[src/rtl/difftest_step_scheduler.sv]
// Shares one host step channel among difftest cores: batches per-core commit
// counts, issues them round-robin and folds host result codes into sim status.
module difftest_step_scheduler #(
    parameter int NUM_CORES  = 2,
    parameter int STEP_WIDTH = 8,
    parameter int ACC_WIDTH  = 16
) (
    input  logic                            clock,
    input  logic                            reset,
    input  logic [NUM_CORES*STEP_WIDTH-1:0] core_step,
    output logic [NUM_CORES-1:0]            core_ready,
    output logic                            issue_valid,
    output logic [2:0]                      issue_core,
    output logic [STEP_WIDTH-1:0]           issue_nstep,
    input  logic                            issue_ready,
    input  logic                            result_valid,
    input  logic [7:0]                      result_code,
    output logic                            sim_done,
    output logic                            sim_fail,
    output logic                            perf_clean,
    output logic                            perf_dump,
    output logic                            protocol_err,
    output logic                            pending
);

    typedef enum logic [1:0] {
        S_IDLE,
        S_ISSUE,
        S_WAIT,
        S_HALT
    } state_e;

    localparam logic [ACC_WIDTH-1:0] ACC_ONES  = '1;
    localparam logic [ACC_WIDTH-1:0] STEP_MAX  = ACC_WIDTH'({STEP_WIDTH{1'b1}});
    localparam logic [ACC_WIDTH-1:0] READY_MAX = ACC_ONES - STEP_MAX;

    state_e                state_q, state_d;
    logic [ACC_WIDTH-1:0]  acc_q [NUM_CORES];
    logic [ACC_WIDTH-1:0]  acc_d [NUM_CORES];
    logic [2:0]            core_q, core_d;
    logic [2:0]            last_q, last_d;
    logic [STEP_WIDTH-1:0] nstep_q, nstep_d;
    logic                  done_q, done_d;
    logic                  fail_q, fail_d;
    logic                  clean_q, clean_d;
    logic                  dump_q, dump_d;
    logic                  perr_q, perr_d;

    logic                  gnt_found;
    logic [2:0]            gnt_idx;
    logic [ACC_WIDTH-1:0]  gnt_acc;
    logic [STEP_WIDTH-1:0] gnt_n;
    logic                  grant;
    logic                  drop_any;
    logic                  acc_nz;
    logic                  code_cont, code_warm, code_done, code_fail;

    // Rotating priority: first nonzero accumulator after the last grant.
    always_comb begin
        gnt_found = 1'b0;
        gnt_idx   = '0;
        gnt_acc   = '0;
        for (int k = 1; k <= NUM_CORES; k++) begin
            for (int i = 0; i < NUM_CORES; i++) begin
                if (!gnt_found && i == (int'(last_q) + k) % NUM_CORES &&
                    acc_q[i] != '0) begin
                    gnt_found = 1'b1;
                    gnt_idx   = 3'(i);
                    gnt_acc   = acc_q[i];
                end
            end
        end
    end

    assign gnt_n = (gnt_acc > STEP_MAX) ? '1 : gnt_acc[STEP_WIDTH-1:0];
    assign grant = (state_q == S_IDLE) && gnt_found;

    always_comb begin
        core_ready = '0;
        for (int i = 0; i < NUM_CORES; i++) begin
            core_ready[i] = acc_q[i] <= READY_MAX;
        end
    end

    // Headroom check via core_ready guarantees the add never wraps.
    always_comb begin
        drop_any = 1'b0;
        acc_nz   = 1'b0;
        for (int i = 0; i < NUM_CORES; i++) begin
            acc_d[i] = acc_q[i];
            if (core_ready[i]) begin
                acc_d[i] = acc_q[i] +
                    ACC_WIDTH'(core_step[i*STEP_WIDTH +: STEP_WIDTH]);
            end else if (core_step[i*STEP_WIDTH +: STEP_WIDTH] != '0) begin
                drop_any = 1'b1;
            end
            if (grant && gnt_idx == 3'(i)) begin
                acc_d[i] = acc_d[i] - ACC_WIDTH'(gnt_n);
            end
            if (acc_q[i] != '0) begin
                acc_nz = 1'b1;
            end
        end
    end

    assign code_cont = result_code == 8'd0;
    assign code_warm = result_code == 8'd4;
    assign code_done = result_code == 8'd1 || result_code == 8'd2;
    assign code_fail = !code_cont && !code_warm && !code_done;

    always_comb begin
        state_d = state_q;
        core_d  = core_q;
        nstep_d = nstep_q;
        last_d  = last_q;
        done_d  = done_q;
        fail_d  = fail_q;
        clean_d = 1'b0;
        dump_d  = 1'b0;
        perr_d  = perr_q | drop_any |
                  (result_valid && state_q != S_WAIT);
        unique case (state_q)
            S_IDLE: begin
                if (gnt_found) begin
                    state_d = S_ISSUE;
                    core_d  = gnt_idx;
                    nstep_d = gnt_n;
                    last_d  = gnt_idx;
                end
            end
            S_ISSUE: begin
                if (issue_ready) begin
                    state_d = S_WAIT;
                end
            end
            S_WAIT: begin
                if (result_valid) begin
                    unique case (1'b1)
                        code_cont: state_d = S_IDLE;
                        code_warm: begin
                            state_d = S_IDLE;
                            clean_d = 1'b1;
                        end
                        code_done: begin
                            state_d = S_HALT;
                            done_d  = 1'b1;
                            dump_d  = 1'b1;
                        end
                        code_fail: begin
                            state_d = S_HALT;
                            fail_d  = 1'b1;
                            dump_d  = 1'b1;
                        end
                        default: state_d = S_HALT;
                    endcase
                end
            end
            S_HALT: state_d = S_HALT;
            default: state_d = S_IDLE;
        endcase
    end

    always_ff @(posedge clock or posedge reset) begin
        if (reset) begin
            state_q <= S_IDLE;
            core_q  <= '0;
            last_q  <= 3'(NUM_CORES - 1);
            nstep_q <= '0;
            done_q  <= 1'b0;
            fail_q  <= 1'b0;
            clean_q <= 1'b0;
            dump_q  <= 1'b0;
            perr_q  <= 1'b0;
            for (int i = 0; i < NUM_CORES; i++) begin
                acc_q[i] <= '0;
            end
        end else begin
            state_q <= state_d;
            core_q  <= core_d;
            last_q  <= last_d;
            nstep_q <= nstep_d;
            done_q  <= done_d;
            fail_q  <= fail_d;
            clean_q <= clean_d;
            dump_q  <= dump_d;
            perr_q  <= perr_d;
            for (int i = 0; i < NUM_CORES; i++) begin
                acc_q[i] <= acc_d[i];
            end
        end
    end

    assign issue_valid  = state_q == S_ISSUE;
    assign issue_core   = core_q;
    assign issue_nstep  = nstep_q;
    assign sim_done     = done_q;
    assign sim_fail     = fail_q;
    assign perf_clean   = clean_q;
    assign perf_dump    = dump_q;
    assign protocol_err = perr_q;
    assign pending      = acc_nz || state_q == S_ISSUE || state_q == S_WAIT;

endmodule

[config.mk]
export PLATFORM = sky130hd
export DESIGN_NAME = difftest_step_scheduler
export DESIGN_NICKNAME = d
export VERILOG_FILES = /design/src/rtl/difftest_step_scheduler.sv
export SDC_FILE = /design/constraint.sdc
export NUM_CORES = 1
export LEC_CHECK = 0
export CAP_MARGIN = 25
export CORE_AREA = 2 2 140 88
export DETAILED_ROUTE_END_ITERATION = 10
export DIE_AREA = 0 0 142 90
export GPL_TIMING_DRIVEN = 0
export PLACE_DENSITY = 0.62
export SLEW_MARGIN = 10
export SYNTH_ARGS = -nofsm -noshare
export SYNTH_HDL_FRONTEND = slang
export SYNTH_SLANG_ARGS = --single-unit
export TNS_END_PERCENT = 20
[constraint.sdc]
create_clock -name clock -period 3.9 [get_ports clock]
set_clock_uncertainty 0.1 [all_clocks]
set_input_delay 0.585 -clock clock [delete_from_list [all_inputs] [get_ports clock]]
set_output_delay 0.585 -clock clock [all_outputs]
set_load 0.05 [all_outputs]
==> results of run 1 <==
per-layer routing:
layer,up-vias,GRT usage [%]
met5,-,0
met3,29,5.434
met4,2,5.333
li1,2243,-
met1,2343,36.75
met2,238,31.12
what timing repair did:
| item | CTS | global route |
|---|---|---|
| buffers inserted | 28 | 24 |
| hold endpoints to repair | 0 | 0 |
| resized for setup | 41 | 39 |
| hold buffers | 0 | 0 |
| gates cloned | 0 | 0 |
| pin swaps | 22 | 26 |
| endpoints found under the setup margin | 27 | 26 |
cells by family after synthesis:
kind of cell    after synthesis  share of synthesized area (%)
buf+inv                      38                          4.501
compound gates              155                          24.49
simple gates                195                          21.74
mux                          21                          4.660
fa+ha+maj                    30                          8.181
other cells                   1                        0.07935
flops                        49                          25.97
xor+xnor                     56                          10.38
cell usage after synthesis (4+ instances only):
| cell | number | area (um2) |
|---|---|---|
| sky130_fd_sc_hd__a21oi_1 | 36 | 180.2 |
| sky130_fd_sc_hd__nand2b_1 | 6 | 37.54 |
| sky130_fd_sc_hd__nand2_1 | 43 | 161.4 |
| sky130_fd_sc_hd__ha_1 | 26 | 325.3 |
| sky130_fd_sc_hd__a22oi_1 | 6 | 45.04 |
| sky130_fd_sc_hd__mux2i_1 | 13 | 130.1 |
| sky130_fd_sc_hd__o21ai_0 | 33 | 165.2 |
| sky130_fd_sc_hd__o21bai_1 | 4 | 30.03 |
| sky130_fd_sc_hd__nor2_1 | 53 | 198.9 |
| sky130_fd_sc_hd__nor2b_1 | 5 | 31.28 |
| sky130_fd_sc_hd__xor2_1 | 17 | 148.9 |
| sky130_fd_sc_hd__dfrtp_1 | 48 | 1201 |
| sky130_fd_sc_hd__o211ai_1 | 4 | 30.03 |
| sky130_fd_sc_hd__nand3_1 | 10 | 50.05 |
| sky130_fd_sc_hd__and3_1 | 5 | 31.28 |
| sky130_fd_sc_hd__nor4_1 | 12 | 75.07 |
| sky130_fd_sc_hd__buf_6 | 7 | 78.83 |
| sky130_fd_sc_hd__nand4_1 | 11 | 68.82 |
| sky130_fd_sc_hd__a31oi_1 | 4 | 25.02 |
| sky130_fd_sc_hd__nor3_1 | 15 | 75.07 |
| sky130_fd_sc_hd__xnor2_1 | 39 | 341.6 |
| sky130_fd_sc_hd__mux2_2 | 8 | 90.09 |
| sky130_fd_sc_hd__or4_4 | 5 | 56.30 |
| sky130_fd_sc_hd__buf_2 | 5 | 25.02 |
| sky130_fd_sc_hd__inv_1 | 19 | 71.32 |
| sky130_fd_sc_hd__a211oi_1 | 8 | 60.06 |
area by class of cell:
cell class	instances	area, um2
multi-input combinational	459	3617
clock buffer	5	125.1
sequential	49	1242
clock inverter	3	48.80
buffer	14	95.09
inverter	20	77.57
tap	148	185.2
timing repair buffer	98	884.6
fill	1030	5321
worst max path at each step:
stage	slack [ns]	start	end
2_1_floorplan	-0.25	acc_q[29]	acc_q[12]
3_3_place_gp	-0.97	acc_q[17]	acc_q[12]
3_5_place_dp	-1.02	acc_q[17]	acc_q[12]
4_1_cts	-0.28	acc_q[29]	acc_q[12]
5_1_grt	-0.53	acc_q[16]	acc_q[12]
6_report	-0.42	acc_q[7]	acc_q[12]
critical path, cell delays in order, from the launching register on:
cell and delay, ns:
sky130_fd_sc_hd__dfrtp_1 0.49, sky130_fd_sc_hd__or4_1 0.70, sky130_fd_sc_hd__o41ai_4 0.30, sky130_fd_sc_hd__buf_4 0.18, sky130_fd_sc_hd__buf_6 0.14, sky130_fd_sc_hd__a221o_2 0.22, sky130_fd_sc_hd__ha_4 0.17, sky130_fd_sc_hd__inv_4 0.04
sky130_fd_sc_hd__ha_4 0.17, sky130_fd_sc_hd__buf_12 0.12, sky130_fd_sc_hd__a211oi_4 0.32, sky130_fd_sc_hd__o21ai_2 0.13, sky130_fd_sc_hd__a31oi_2 0.28, sky130_fd_sc_hd__o22ai_2 0.16, sky130_fd_sc_hd__a31oi_4 0.24, sky130_fd_sc_hd__nor3b_4 0.22
sky130_fd_sc_hd__a31oi_2 0.06, sky130_fd_sc_hd__xnor2_1 0.15
metrics by stage:
step / TNS (ns) / total power [W] / area (um2) / std cells / setup slack [ns]
finish: -3.265 / 0.005457 / 6276 / 796 / -0.4152
global route: -5.586 / 0.005818 / 6276 / 796 / -0.5307
CTS: -1.837 / 0.005043 / 5974 / 775 / -0.2800
detailed placement: -11.88 / 0.004107 / 5416 / 740 / -1.020
global placement: -11.54 / 0.004030 / 5396 / 739 / -0.9674
floorplan: -0.3568 / 0.003374 / 4761 / 546 / -0.2526
report_power, final:
group	internal, W	switching (W)
registers	0.000745	0.000330
clock network	0.000308	0.000228
logic	0.00167	0.00218
total	0.00272	0.00274
==> impl_metrics.prom, run 1 <==
# TYPE chip_impl_metric gauge
chip_impl_metric{name="met3_length",unit="um"} 1396
chip_impl_info{name="highest_count_cells_in_the_layout_ignoring_fill_and_taps",value="sky130_fd_sc_hd__nor2_1 (52), sky130_fd_sc_hd__buf_4 (51), sky130_fd_sc_hd__clkdlybuf4s50_1 (45)"} 1
chip_impl_metric{name="overflow",unit=""} 0
chip_impl_metric{name="clock_insertion_delay_worst_skew",unit="ns"} 0.31
chip_impl_info{name="critical_path.reg2reg.endpoint",value="acc_q[12]"} 1
chip_impl_metric{name="cts-root-to-sink-buffers",unit=""} 2
chip_impl_metric{name="worst_relative_slew_slack",unit="%"} 41.47
chip_impl_metric{name="largest_reg_flops",unit=""} 32
chip_impl_metric{name="start_util",unit="%"} 40.75
chip_impl_metric{name="final_layout_size_suffix_gt1_share",unit="%"} 26.85
chip_impl_metric{name="rr_worst_depth",unit=""} 17
chip_impl_info{name="path_class",value="reg -> reg"} 1
chip_impl_metric{name="core.rowCount",unit=""} 31
chip_impl_metric{name="floorplan.die_area",unit="um2"} 12780
chip_impl_metric{name="dr.pass1.iters",unit=""} 6
chip_impl_metric{name="clk_pin_slew_worst_paths",unit="ns"} 0.08
chip_impl_metric{name="finalMaxSlewViolations",unit=""} 0
chip_impl_metric{name="postLayoutCoreUtil",unit="%"} 54.12
chip_impl_metric{name="timing.hold.ws",unit="ns"} 0.3777
chip_impl_metric{name="ys_seq_elements",unit=""} 49
chip_impl_info{name="endpoint_kind",value="flip-flop"} 1
chip_impl_metric{name="cp_max_fo",unit=""} 10
chip_impl_metric{name="core_area",unit="um2"} 11600
chip_impl_info{name="worst_setup_path_start_kind",value="flip-flop"} 1
chip_impl_metric{name="detailed_place_hpwl",unit="um"} 10710
chip_impl_info{name="rr_startpoint",value="acc_q[7]"} 1
chip_impl_metric{name="cts_buffers",unit=""} 5
chip_impl_metric{name="drc",unit=""} 0
chip_impl_metric{name="synth_enable_flop_cells",unit=""} 0
chip_impl_metric{name="reg2reg_setup_slack",unit="ns"} -0.42
chip_impl_metric{name="ir_drop",unit="mV"} 0.4010
chip_impl_metric{name="grt_first_pass_wirelength",unit="um"} 23550
chip_impl_metric{name="dieHeight",unit="um"} 90
chip_impl_info{name="routed.top_layer",value="met5"} 1
chip_impl_info{name="cts.root.buffer_cell",value="sky130_fd_sc_hd__clkbuf_16"} 1
chip_impl_metric{name="post_synth_num_cell_types",unit=""} 87
chip_impl_info{name="synth_flop_cell",value="sky130_fd_sc_hd__dfrtp_1"} 1
chip_impl_metric{name="syn_area",unit="um2"} 4726
chip_impl_metric{name="layout_worst_path_cycle_share",unit="%"} 110.6
chip_impl_metric{name="vias_after_detailed_routing",unit=""} 4855
chip_impl_metric{name="met2RoutedLength",unit="um"} 6083
chip_impl_info{name="largest-register",value="acc_q"} 1
chip_impl_metric{name="wirelength_met1",unit="um"} 7385
chip_impl_metric{name="gp_routability_congestion",unit=""} 0.9075
chip_impl_info{name="violations",value="setup timing"} 1
chip_impl_metric{name="worstPathArrival",unit="ns"} 4.40
chip_impl_info{name="hold_end",value="protocol_err"} 1
chip_impl_metric{name="finalWorstPathRequiredPeriod",unit="ns"} 4.315
chip_impl_metric{name="syn_to_final_growth",unit="%"} 32.80
chip_impl_metric{name="timing.critical_path.required",unit="ns"} 3.99
chip_impl_metric{name="hold_viol",unit=""} 0
chip_impl_metric{name="portBuffers",unit=""} 45
chip_impl_metric{name="asyncSetResetFlopFracSynth",unit="%"} 100.0
chip_impl_metric{name="tritoncts_num_sinks",unit=""} 49
chip_impl_info{name="worst_hold_startpoint",value="protocol_err"} 1
chip_impl_metric{name="ant_nets",unit=""} 0
chip_impl_metric{name="fmaxAchievable",unit="MHz"} 231.7
chip_impl_metric{name="avgViaCountPerCell",unit=""} 6.099
chip_impl_metric{name="cellLeakagePower",unit="nW"} 2.467
chip_impl_metric{name="synth_warnings",unit=""} 0
chip_impl_metric{name="syn_inst",unit=""} 545
chip_impl_metric{name="grt_antenna_before_repair",unit=""} 1
chip_impl_metric{name="grt_usage",unit="%"} 23.20
chip_impl_metric{name="antenna_diodes",unit=""} 0
chip_impl_metric{name="floorplan.io_pins",unit=""} 48
chip_impl_metric{name="power_per_cell_area",unit="nW/um2"} 869.5
chip_impl_metric{name="worst_slack",unit="ns"} -0.4152
chip_impl_metric{name="worst_pin_slew",unit="ns"} 0.8536
chip_impl_metric{name="drt_first_iter_violations",unit=""} 492
chip_impl_metric{name="layout.nets",unit=""} 703
chip_impl_metric{name="drv.max_cap_violation_count",unit=""} 0
chip_impl_metric{name="hold-path-cell-count",unit=""} 1
chip_impl_metric{name="clock_tree.htree_level_count",unit=""} 2
chip_impl_info{name="clock_tree_from_tritoncts",value="built"} 1
chip_impl_metric{name="grt_pass1_vias",unit=""} 4472
chip_impl_metric{name="drt-wirelength-per-cell",unit="um"} 18.95
chip_impl_metric{name="final-setup-viol-count",unit=""} 16
chip_impl_info{name="most_common_cell_after_layout_fill_and_taps_aside",value="sky130_fd_sc_hd__nor2_1"} 1
chip_impl_info{name="status",value="finished, violations left"} 1
chip_impl_metric{name="synth_sequential_area_ratio",unit="%"} 25.97
chip_impl_info{name="grt_setup_unrepaired",value="yes"} 1
chip_impl_metric{name="syn-mean-instance-area",unit="um2"} 8.671
chip_impl_metric{name="grt_start_max_net_pins",unit=""} 28
chip_impl_metric{name="totalWireLength",unit="um"} 15090
chip_impl_metric{name="die_w",unit="um"} 142
chip_impl_info{name="min-delay-path-class",value="reg -> reg"} 1
(Power assumes the default switching activity.)
==> run 2: changes to the inputs <==
==> config.mk (replaced) <==
export PLATFORM = sky130hd
export DESIGN_NAME = difftest_step_scheduler
export DESIGN_NICKNAME = d
export VERILOG_FILES = /design/src/rtl/difftest_step_scheduler.sv
export SDC_FILE = /design/constraint.sdc
export NUM_CORES = 1
export LEC_CHECK = 0
export CAP_MARGIN = 25
export CORE_AREA = 2 2 185 114
export DETAILED_ROUTE_END_ITERATION = 10
export DIE_AREA = 0 0 187 116
export GPL_TIMING_DRIVEN = 0
export PLACE_DENSITY = 0.4
export SLEW_MARGIN = 15
export SYNTH_ARGS = -nofsm -noshare
export SYNTH_HDL_FRONTEND = slang
export SYNTH_SLANG_ARGS = --single-unit
export TNS_END_PERCENT = 1
==> run 2 against run 1 <==
The run still ends with setup timing left. Core utilization fell by 23 points. Via count is 3.8% lower. Global-route usage shrank 7.6 points. Register-to-register slack better by 0.03 ns. Largest cell class unchanged.
==> impl_metrics.prom, run 2 (synthesized netlist as in run 1, its figures left out) <==
# TYPE chip_impl_metric gauge
chip_impl_info{name="status",value="finished, violations left"} 1
chip_impl_info{name="violations",value="setup timing"} 1
chip_impl_info{name="library_cell_contributing_the_largest_single_delay_on_the_critical_path",value="sky130_fd_sc_hd__or4_4"} 1
chip_impl_metric{name="avgViaCountPerCell",unit=""} 5.178
chip_impl_info{name="min-delay-path-class",value="reg -> reg"} 1
chip_impl_metric{name="vias_after_detailed_routing",unit=""} 4671
chip_impl_metric{name="core_area",unit="um2"} 19870
chip_impl_metric{name="ant_nets",unit=""} 0
chip_impl_metric{name="worst_pin_slew",unit="ns"} 0.8099
chip_impl_metric{name="grt_first_pass_wirelength",unit="um"} 25770
chip_impl_metric{name="detailed_place_hpwl",unit="um"} 12520
chip_impl_metric{name="layout_worst_path_cycle_share",unit="%"} 109.8
chip_impl_metric{name="worst_relative_slew_slack",unit="%"} 44.47
chip_impl_metric{name="drt_first_iter_violations",unit=""} 363
chip_impl_info{name="clock_tree_from_tritoncts",value="built"} 1
chip_impl_metric{name="grt_antenna_before_repair",unit=""} 0
chip_impl_metric{name="finalMaxSlewViolations",unit=""} 0
chip_impl_info{name="hold_end",value="sim_fail"} 1
chip_impl_metric{name="ir_drop",unit="mV"} 0.2369
chip_impl_info{name="critical_path.reg2reg.endpoint",value="acc_q[12]"} 1
chip_impl_metric{name="tritoncts_num_sinks",unit=""} 49
chip_impl_metric{name="die_w",unit="um"} 187
chip_impl_metric{name="stdcell_area",unit="um2"} 6226
chip_impl_metric{name="layout_fillers",unit=""} 2119
chip_impl_metric{name="dr.pass1.iters",unit=""} 5
chip_impl_metric{name="final_layout_size_suffix_gt1_share",unit="%"} 22.73
chip_impl_metric{name="worst_slack",unit="ns"} -0.3817
chip_impl_metric{name="cts_buffers",unit=""} 5
chip_impl_metric{name="layout.nets",unit=""} 684
chip_impl_metric{name="grt_start_max_net_pins",unit=""} 50
chip_impl_metric{name="portBuffers",unit=""} 45
chip_impl_metric{name="floorplan.die_area",unit="um2"} 21690
chip_impl_metric{name="cts-root-to-sink-buffers",unit=""} 2
chip_impl_info{name="cts.root.buffer_cell",value="sky130_fd_sc_hd__clkbuf_16"} 1
chip_impl_metric{name="syn_to_final_growth",unit="%"} 31.74
chip_impl_info{name="endpoint_kind",value="flip-flop"} 1
chip_impl_metric{name="grt_pass1_vias",unit=""} 4459
chip_impl_info{name="rr_startpoint",value="acc_q[28]"} 1
chip_impl_metric{name="placed_area",unit="um2"} 5555
chip_impl_metric{name="overflow",unit=""} 0
chip_impl_metric{name="drc",unit=""} 0
chip_impl_metric{name="grt_usage",unit="%"} 15.57
chip_impl_metric{name="fmaxAchievable",unit="MHz"} 233.6
chip_impl_metric{name="final-setup-viol-count",unit=""} 18
chip_impl_metric{name="gp_routability_congestion",unit=""} 0.8359
chip_impl_metric{name="max_stage_delay",unit="ns"} 0.58
chip_impl_metric{name="critical_path_buffer_and_inverter_count",unit=""} 3
chip_impl_info{name="crit_path_start",value="acc_q[28]"} 1
chip_impl_metric{name="clock_tree.htree_level_count",unit=""} 2
chip_impl_metric{name="cellLeakagePower",unit="nW"} 2.331
chip_impl_metric{name="placed_cells",unit=""} 864
chip_impl_info{name="most_common_cell_after_layout_fill_and_taps_aside",value="sky130_fd_sc_hd__nor2_1"} 1
chip_impl_metric{name="dieHeight",unit="um"} 116
chip_impl_metric{name="drt-wirelength-per-cell",unit="um"} 18.71
chip_impl_metric{name="postLayoutCoreUtil",unit="%"} 31.34
chip_impl_metric{name="worstPathArrival",unit="ns"} 4.42
chip_impl_info{name="grt_setup_unrepaired",value="yes"} 1
chip_impl_metric{name="power_per_cell_area",unit="nW/um2"} 842.7
chip_impl_info{name="largest-register",value="acc_q"} 1
chip_impl_metric{name="rr_worst_depth",unit=""} 18
chip_impl_metric{name="finish.cell_count_without_fillers",unit=""} 902
chip_impl_info{name="worst_setup_path_start_kind",value="flip-flop"} 1
chip_impl_metric{name="clock_insertion_delay_worst_skew",unit="ns"} 0.31
chip_impl_metric{name="setup_tns",unit="ns"} -3.613
chip_impl_metric{name="clk_pin_slew_worst_paths",unit="ns"} 0.08
chip_impl_metric{name="finalWorstPathRequiredPeriod",unit="ns"} 4.282
chip_impl_info{name="crit_family",value="compound AO/OA/AOI/OAI gates"} 1
chip_impl_metric{name="drv.max_cap_violation_count",unit=""} 0
chip_impl_metric{name="antenna_diodes",unit=""} 0
chip_impl_metric{name="reg2reg_setup_slack",unit="ns"} -0.38
chip_impl_metric{name="timing.hold.ws",unit="ns"} 0.3739
chip_impl_metric{name="cp_max_fo",unit=""} 5
chip_impl_metric{name="timing.critical_path.required",unit="ns"} 4.04
chip_impl_info{name="cp_cell_sequence",value="or4_4, or2_0, buf_6, o21ai_4, nand2_4, a221o_2, ha_4, inv_4, ha_4, inv_2, a32o_2, o32ai_4, a31oi_4, o22ai_4, a31oi_4, nor3b_2, a31oi_1, xnor2_1"} 1
chip_impl_info{name="path_class",value="reg -> reg"} 1
chip_impl_metric{name="floorplan.io_pins",unit=""} 48
chip_impl_metric{name="hold_viol",unit=""} 0
chip_impl_metric{name="totalWireLength",unit="um"} 16880
chip_impl_metric{name="largest_reg_flops",unit=""} 32
chip_impl_metric{name="hold-path-cell-count",unit=""} 1
chip_impl_metric{name="core.rowCount",unit=""} 40
chip_impl_info{name="worst_hold_startpoint",value="sim_fail"} 1
chip_impl_metric{name="start_util",unit="%"} 23.78
chip_impl_info{name="highest_count_cells_in_the_layout_ignoring_fill_and_taps",value="sky130_fd_sc_hd__nor2_1 (53), sky130_fd_sc_hd__clkdlybuf4s50_1 (45), sky130_fd_sc_hd__nand2_1 (41), sky130_fd_sc_hd__dfrtp_1 (41), sky130_fd_sc_hd__xnor2_1 (38)"} 1
## run 2: changes by cell type in the layout (fill, tap and decap cells not counted), moves of 3 or more
cell                       change
sky130_fd_sc_hd__a21oi_2       -3
sky130_fd_sc_hd__a211oi_1      +3
sky130_fd_sc_hd__buf_4        -16
sky130_fd_sc_hd__dfrtp_2       -5
sky130_fd_sc_hd__dfrtp_1       +5
sky130_fd_sc_hd__a211oi_2      -3
## run 2: final cells by class
| class | instances | area, um2 | share of cell area (%) |
|---|---|---|---|
| timing repair buffer | 78 | 695.7 | 11.17 |
| clock inverter | 2 | 17.52 | 0.2814 |
| clock buffer | 6 | 138.9 | 2.231 |
| tap | 273 | 341.6 | 5.486 |
| buffer | 15 | 103.9 | 1.668 |
| multi-input combinational | 459 | 3612 | 58.02 |
| sequential | 49 | 1236 | 19.86 |
| inverter | 20 | 80.08 | 1.286 |
## run 2: power breakdown
part | switching [W] | internal (W) | total [W]
Sequential | 0.000366 | 0.000738 | 0.00110
Combinational | 0.00213 | 0.00150 | 0.00364
Clock | 0.000243 | 0.000261 | 0.000504
Total | 0.00274 | 0.00250 | 0.00525
## run 2: worst max-delay path by stage
| stage | depth (start not counted) | slack [ns] | to |
|---|---|---|---|
| 2_1_floorplan | 19 | -0.25 | acc_q[12] |
| 3_3_place_gp | 16 | -1.15 | acc_q[12] |
| 3_5_place_dp | 16 | -1.08 | acc_q[12] |
| 4_1_cts | 19 | -0.37 | acc_q[12] |
| 5_1_grt | 17 | -0.51 | acc_q[12] |
| 6_report | 18 | -0.38 | acc_q[12] |
## run 2: metrics by stage
stage                     setup WS (ns)  power [W]
final                           -0.3817   0.005246
after CTS                       -0.3662   0.005071
after floorplan                 -0.2526   0.003374
after global placement           -1.147   0.004173
after global routing            -0.5143   0.005635
after detailed placement         -1.085   0.004200
## run 2: worst register-to-register path, delay by kind of cell (launching register included)
| kind | cells | cell delay, ns |
|---|---|---|
| AOI/OAI and AO/OA | 8 | 1.89 |
| and+or+nand+nor | 4 | 1.11 |
| DFF | 1 | 0.39 |
| adders and majority gates | 2 | 0.35 |
| buffers and inverters | 3 | 0.24 |
| xor gates and xnor gates | 1 | 0.13 |
## run 2: what timing repair did
| item | CTS | global route |
|---|---|---|
| setup buffers | 22 | 10 |
| endpoints found under the setup margin | 27 | 25 |
| hold buffers | 0 | 0 |
| pin swaps | 20 | 15 |
| gates resized for setup | 39 | 25 |
## run 2: per-layer routing
layer  track usage, %  wire length, um  up-vias
met5                0                0        -
li1                 -                -     2201
met1            24.80             9523     2312
met3            3.634             1112       10
met2            20.30             6084      148
met4            3.651              155        0
